--- src/rtl/lif_layer.sv ---
// Layer of N leaky integrate-and-fire neurons with saturating membrane update,
// optional refractory period, and a spike chain from neuron i-1 into neuron i.
module lif_layer #(
    parameter int N            = 2,
    parameter int W            = 8,
    parameter int BETA_SHIFT   = 1,
    parameter int THRESHOLD    = 128,
    parameter int REFRACT      = 0,
    parameter int RESET_MODE   = 0,
    parameter int CHAIN_WEIGHT = 0,
    localparam int SEL_W       = (N > 1) ? $clog2(N) : 1
) (
    input  logic             clk,
    input  logic             rst_n,
    input  logic             en,
    input  logic [N*W-1:0]   current,
    input  logic [SEL_W-1:0] sel,
    output logic [N-1:0]     spike,
    output logic [W-1:0]     state_out
);

    localparam logic [W-1:0] MAX_STATE  = {W{1'b1}};
    localparam logic [W-1:0] TH_W       = W'(THRESHOLD);
    localparam logic [W+1:0] CHAIN_EXT  = (W+2)'(CHAIN_WEIGHT);
    localparam logic [3:0]   REFRACT_LD = 4'(REFRACT);

    logic [W-1:0] state_reg [N];
    logic [3:0]   refr_reg  [N];
    logic         spike_reg [N];

    genvar gi;
    generate
        for (gi = 0; gi < N; gi++) begin : g_neuron
            logic [W+1:0] chain;
            logic [W+1:0] sum;
            logic [W-1:0] leak;
            logic [W-1:0] sat;
            logic [W-1:0] fire_state_next;
            logic         fire;

            if (gi == 0) begin : g_head
                assign chain = '0;
            end else begin : g_chain
                // Uses the registered spike of the previous neuron: one cycle of latency.
                assign chain = spike_reg[gi-1] ? CHAIN_EXT : '0;
            end

            assign leak = state_reg[gi] >> BETA_SHIFT;
            // W+2 bits holds three W-bit terms without overflow, so the clamp is exact.
            assign sum  = {2'b00, state_reg[gi]} - {2'b00, leak}
                        + {2'b00, current[gi*W +: W]} + chain;
            assign sat  = (sum > {2'b00, MAX_STATE}) ? MAX_STATE : sum[W-1:0];
            assign fire = (sat >= TH_W);
            assign fire_state_next = (RESET_MODE == 1) ? (sat - TH_W) : '0;

            always_ff @(posedge clk or negedge rst_n) begin
                if (!rst_n) begin
                    state_reg[gi] <= '0;
                    refr_reg[gi]  <= '0;
                    spike_reg[gi] <= 1'b0;
                end else if (!en) begin
                    spike_reg[gi] <= 1'b0;
                end else if (refr_reg[gi] != 4'd0) begin
                    refr_reg[gi]  <= refr_reg[gi] - 4'd1;
                    spike_reg[gi] <= 1'b0;
                end else if (fire) begin
                    state_reg[gi] <= fire_state_next;
                    refr_reg[gi]  <= REFRACT_LD;
                    spike_reg[gi] <= 1'b1;
                end else begin
                    state_reg[gi] <= sat;
                    spike_reg[gi] <= 1'b0;
                end
            end

            assign spike[gi] = spike_reg[gi];
        end
    endgenerate

    always_comb begin
        state_out = '0;
        for (int i = 0; i < N; i++) begin
            if (sel == SEL_W'(i)) begin
                state_out = state_reg[i];
            end
        end
    end

endmodule

--- config.mk ---
export PLATFORM = sky130hd
export DESIGN_NAME = lif_layer
export DESIGN_NICKNAME = d
export VERILOG_FILES = /design/src/rtl/lif_layer.sv
export SDC_FILE = /design/constraint.sdc
export NUM_CORES = 1
export LEC_CHECK = 0
export CAP_MARGIN = 20
export CORE_ASPECT_RATIO = 0.7
export CORE_MARGIN = 2
export CORE_UTILIZATION = 57
export CTS_BUF_LIST = sky130_fd_sc_hd__clkbuf_16
export DETAILED_ROUTE_END_ITERATION = 10
export PLACE_DENSITY = 0.86
export SLEW_MARGIN = 40
export SYNTH_ARGS = -nofsm -noshare
export SYNTH_HDL_FRONTEND = slang
export SYNTH_SLANG_ARGS = --single-unit
--- constraint.sdc ---
create_clock -name clk -period 4.2 [get_ports clk]
set_input_delay 0.42 -clock clk [delete_from_list [all_inputs] [get_ports clk]]
set_output_delay 0.42 -clock clk [all_outputs]
set_load 0.005 [all_outputs]
# ---- Word level (Yosys, flattened, before mapping)
# Index checks and enable logic that the tools add are counted.
dict set report totals {
  wordCells 41
  ff_bits 26
}
dict set report op_classes {
  muxes 15
  bitwise_logic 2
  n_reduce_logical 8
  addsub 6
  magnitude_cmp 4
}
# op n
set ops {}
lappend ops {{8-bit 2-to-1 mux} 5}
lappend ops {{9-bit by 9-bit adder with 10-bit output} 2}
lappend ops {{10-bit by 8-bit > comparator with 1-bit output, second input constant} 2}
lappend ops {{8-bit by 7-bit subtractor with 9-bit output} 2}
lappend ops {{8-bit >= comparator, second input constant} 2}
lappend ops {{4-bit 2-to-1 mux} 4}
lappend ops {{2-bit AND reduction} 4}
lappend ops {{4-bit nonzero test} 2}
lappend ops {{4-bit by 1-bit subtractor with 4-bit output, second input constant} 2}
lappend ops {{1-bit 2-to-1 mux} 6}
lappend ops {{2-bit nonzero test} 2}
lappend ops {{1-bit inverter} 2}

# ---- Logic depth before layout (Yosys ltp)
dict set report depth {
  depth_word 8
  depth_mapped 15
  depth_no_buf 15
}

# ---- Least setup slack after synthesis
# No wires, ideal clock.
dict set report synth_timing {
  path_type {flip-flop to flip-flop}
  from {register state_reg, in the netlist g_neuron[1].leak[1]}
  to {register state_reg, in the netlist g_neuron[1].leak[1]}
  t_arrival_ns 2.897
  setup_time_ns 0.110
  required_ns 4.090
  n_path_buf 0
  path_stages_with_launch 16
  synth_period_minus_slack_ns 3.007
  slack_ns 1.193
  cell_sequence {dfrtp_1 > inv_1 > ha_1 > nor2b_1 > o21ai_0 > a21boi_0 > o21ai_0 > nor2b_1 > xnor2_1 > ha_1 > o211ai_1 > a21oi_1 > o21ai_1 > a211oi_2 > o41ai_4 > o41ai_1}
}
dict set report synth_between {
  elab_chain_cells 6
}
# item line
set synth_rtl {}
lappend synth_rtl {{start, declared} 27} ;# logic [W-1:0] state_reg [N];
lappend synth_rtl {{start signal, assigned by index} 67} ;# state_reg[gi] <= fire_state_next;
lappend synth_rtl {{start signal, assigned by index} 71} ;# state_reg[gi] <= sat;
lappend synth_rtl {{8-bit by 7-bit subtractor with 9-bit output *} 50} ;# assign sum = {2'b00, state_reg[gi]} - {2'b00, leak}
lappend synth_rtl {{9-bit by 9-bit adder with 10-bit output *} 51} ;# + {2'b00, current[gi*W +: W]} + chain;
lappend synth_rtl {{10-bit by 8-bit > comparator with 1-bit output} 52} ;# assign sat = (sum > {2'b00, MAX_STATE}) ? MAX_STATE : sum[W-1:0];
lappend synth_rtl {{8-bit 2-to-1 mux *} 52}
lappend synth_rtl {{8-bit >= comparator} 53} ;# assign fire = (sat >= TH_W);
lappend synth_rtl {{8-bit 2-to-1 mux *} 66} ;# end else if (fire) begin
# Every way passes the cells marked *; elsewhere a longest branch is shown, timed or not.
# A chain may end at the register's enable or synchronous reset.

# ---- Worst setup path in the final report
dict set report layout_timing {
  from {register state_reg, in the netlist g_neuron[1].leak[1]}
  to {register state_reg, in the netlist g_neuron[1].leak[4]}
}
# The elaborated chain is that of the path after synthesis.

==> impl_metrics.toml <==
[run_status]
run_status = "finished clean"

[sta]
rsz0062_at_grt = "false"
tns_ns = 0
fmaxAchievable_mhz = 266.9
slew_viol_final = 0
skew_ns = 0.001990
final_hold_viol_count = 0
setup_slack_ns = 0.4526
period_minus_slack_ns = 3.747
tightest_slew_ns = 0.8057
slew-limit-headroom = 0.4604
period_share = 0.8922
setup_viol = 0

[layout]
drive_gt1_frac = 0.05329
syn_to_final_growth_pct = 19.03
finalNetCount = 380
finish.utilization = 0.6933
antenna_cells = 0
largest_register_ffs = 14

[critical_path]
critical_path_class = "flop to flop"
ff2ff_path_depth = 14
critPathCaptureType = "flop"
crit_required_ns = 4.33
critPathMaxStageDelay_ns = 0.48
crit_start = "g_neuron[1].leak[1]$_DFFE_PN0P_"
crit_chain = "inv_1 -> ha_1 -> nor2b_1 -> o21ai_0 -> a21boi_0 -> o21ai_0 -> nor2b_1 -> xnor2_1 -> ha_1 -> o211ai_1 -> a21oi_1 -> o21ai_1 -> a31oi_1 -> o41ai_1"
critPathMaxFanout = 8
cp-start-kind = "flop"
crit_slowest_cell = "o41ai_1"
worstPathArrival_ns = 3.88
endpoint = "g_neuron[1].leak[4]$_DFFE_PN0P_"
rr_startpoint = "g_neuron[1].leak[1]$_DFFE_PN0P_"
reg2reg_to = "g_neuron[1].leak[4]$_DFFE_PN0P_"
regToRegSetupSlack_ns = 0.45

[clock_network]
clockBufferDepth = 2
root_buffer = "clkbuf_16"
clock_latency_ns = 0.26
cts.sinks = 26
hold_buffers = 0
cts_tree = "done"
htree_levels = 1
cts_resized = 0
clkSlewWorstSetupHoldPaths_ns = 0.06
cts_setup_buffers = 0
cts_buffers = 3

[place]
dpl_worst_slack_ns = 0.5590
dpl.hpwl_um = 4068
numPortBuffers = 29
place.gp.congestion = 0.8652

[logic_synthesis]
synth_edf_count = 0
ys_seq_area_frac = 0.2610
ys_types = 46
netlist_instances = 288
synth.top_cell.area_share = 0.2610
syn_area_per_cell_um2 = 8.654
synthArstFlopShare = 1.000
ys_ff_latch = 26
ys_warn_count = 0
netlist_area_mm2 = 0.002492
yosys.cell_count.top_type = "ha_1"
yosys_most_used_dff = "dfrtp_1"
synthTopCellsByArea = "dfrtp_1 26%, ha_1 18%, inv_1 4.8%, nand2_1 4.7%, o21ai_0 4.0%"
synth_top_cell_by_area = "dfrtp_1"
synthesis.nets = 348
synthTopCellsByCount = "36 x ha_1, 32 x inv_1, 31 x nand2_1, 26 x dfrtp_1, 20 x o21ai_0"

[drt]
ant_nets = 0
dr.pass1.iters = 4
via_per_inst = 5.735
wl_per_cell_um = 13.84
drc = 0
num_vias = 2145
routed_wirelength_um = 5176
drt_iter0_markers = 120

[global_route]
grt_first_pass_wirelength_um = 8811
antenna_found_initial = 0
grt_overflow_total = 0
grt_pass1_vias = 1986
grt_max_degree = 27
track_usage = 0.2180

[hold_path]
hold_class = "flop to flop"
worstHoldStart = "refr_reg[4]$_DFFE_PN0P_"

[power_and_ir_drop]
leakage_nw = 1.370
p_per_area_mw_per_mm2 = 927.1
irDropWorstVdd_v = 0.0005264

[floorplan]
dieArea_mm2 = 0.004926
dieWidth_um = 83.04
die_h_um = 59.33
io_pins = 30
core_mm2 = 0.004279
rows = 20
start_util = 0.5825

[flow_run]
max_cap_viol_count = 0
power breakdown:
part / internal, W / total, W / switching (W)
logic: 0.000957 / 0.00214 / 0.00118
clock network: 0.000190 / 0.000276 / 0.0000860
registers: 0.000304 / 0.000338 / 0.0000339
cell families (layout without fill, tap and decap cells):
group           after synthesis  in the layout  synth area share
compound gates               85             85            0.2410
xor+xnor                     17             17           0.06275
fa+ha+maj                    40             40            0.2129
buf+inv                      35             66           0.05321
flops                        26             26            0.2610
simple gates                 85             85            0.1692
final cells by class:
type | instances | area, um2
Multi-Input combinational cell | 227 | 1724
Fill cell | 328 | 1313
Sequential cell | 26 | 650.6
Timing Repair Buffer | 30 | 297.8
Inverter | 32 | 120.1
Clock buffer | 3 | 75.07
Tap cell | 55 | 68.82
Clock inverter | 1 | 30.03
layer usage:
layer | share of wire | GRT usage | vias up | wire, um
met5 | 0 | 0 | - | 0
met3 | 0.054 | 0.04178 | 6 | 281
met1 | 0.50 | 0.3227 | 990 | 2603
met2 | 0.44 | 0.3433 | 56 | 2255
met4 | 0.0068 | 0.03279 | 0 | 35
li1 | - | - | 1093 | -
worst max-delay path, delay by kind of cell, from the launching register on:
family	cells	cell delay (ns)
flops	1	0.44
buf+inv	1	0.07
xor+xnor	1	0.18
fa+ha+maj	2	0.57
simple gates	2	0.34
compound gates	8	2.02
worst min-delay path by stage:
stage          slack, ns                              end  depth (start not counted)
3_3_place_gp        0.47          refr_reg[4]$_DFFE_PN0P_                          2
3_5_place_dp        0.48          refr_reg[4]$_DFFE_PN0P_                          2
6_report            0.49          refr_reg[4]$_DFFE_PN0P_                          2
2_1_floorplan       0.12  g_neuron[0].leak[0]$_DFFE_PN0P_                          0
4_1_cts             0.50          refr_reg[4]$_DFFE_PN0P_                          2
5_1_grt             0.52          refr_reg[4]$_DFFE_PN0P_                          2
placed cells by master, fill, tap and decap left out, types with 3 or more instances in the layout:
cell and n:
o22ai_1 7, o21ai_0 20, o31a_1 3, o41ai_1 8, a21o_1 7, a21oi_1 12, xor2_1 5, a31oi_1 3
fa_1 4, nor2_1 18, o21ai_1 3, ha_1 36, nand2_1 31, nor2b_1 3, clkbuf_16 3, o21a_1 3
dfrtp_1 26, clkdlybuf4s50_1 29, nor3_1 9, xnor2_1 11, nand2b_1 10, o211ai_1 4, inv_1 32
stage by stage:
stage / area [um2] / cells / hold slack, ns / total power [W]
final: 2967 / 374 / 0.4913 / 0.002750
after global routing: 2967 / 374 / 0.5215 / 0.002998
after CTS: 2967 / 374 / 0.4959 / 0.002741
after detailed placement: 2861 / 370 / 0.4781 / 0.002443
after global placement: 2853 / 370 / 0.4684 / 0.002377
after floorplan: 2492 / 288 / 0.1244 / 0.002014
Note: power is estimated with default switching activity, not from simulation.
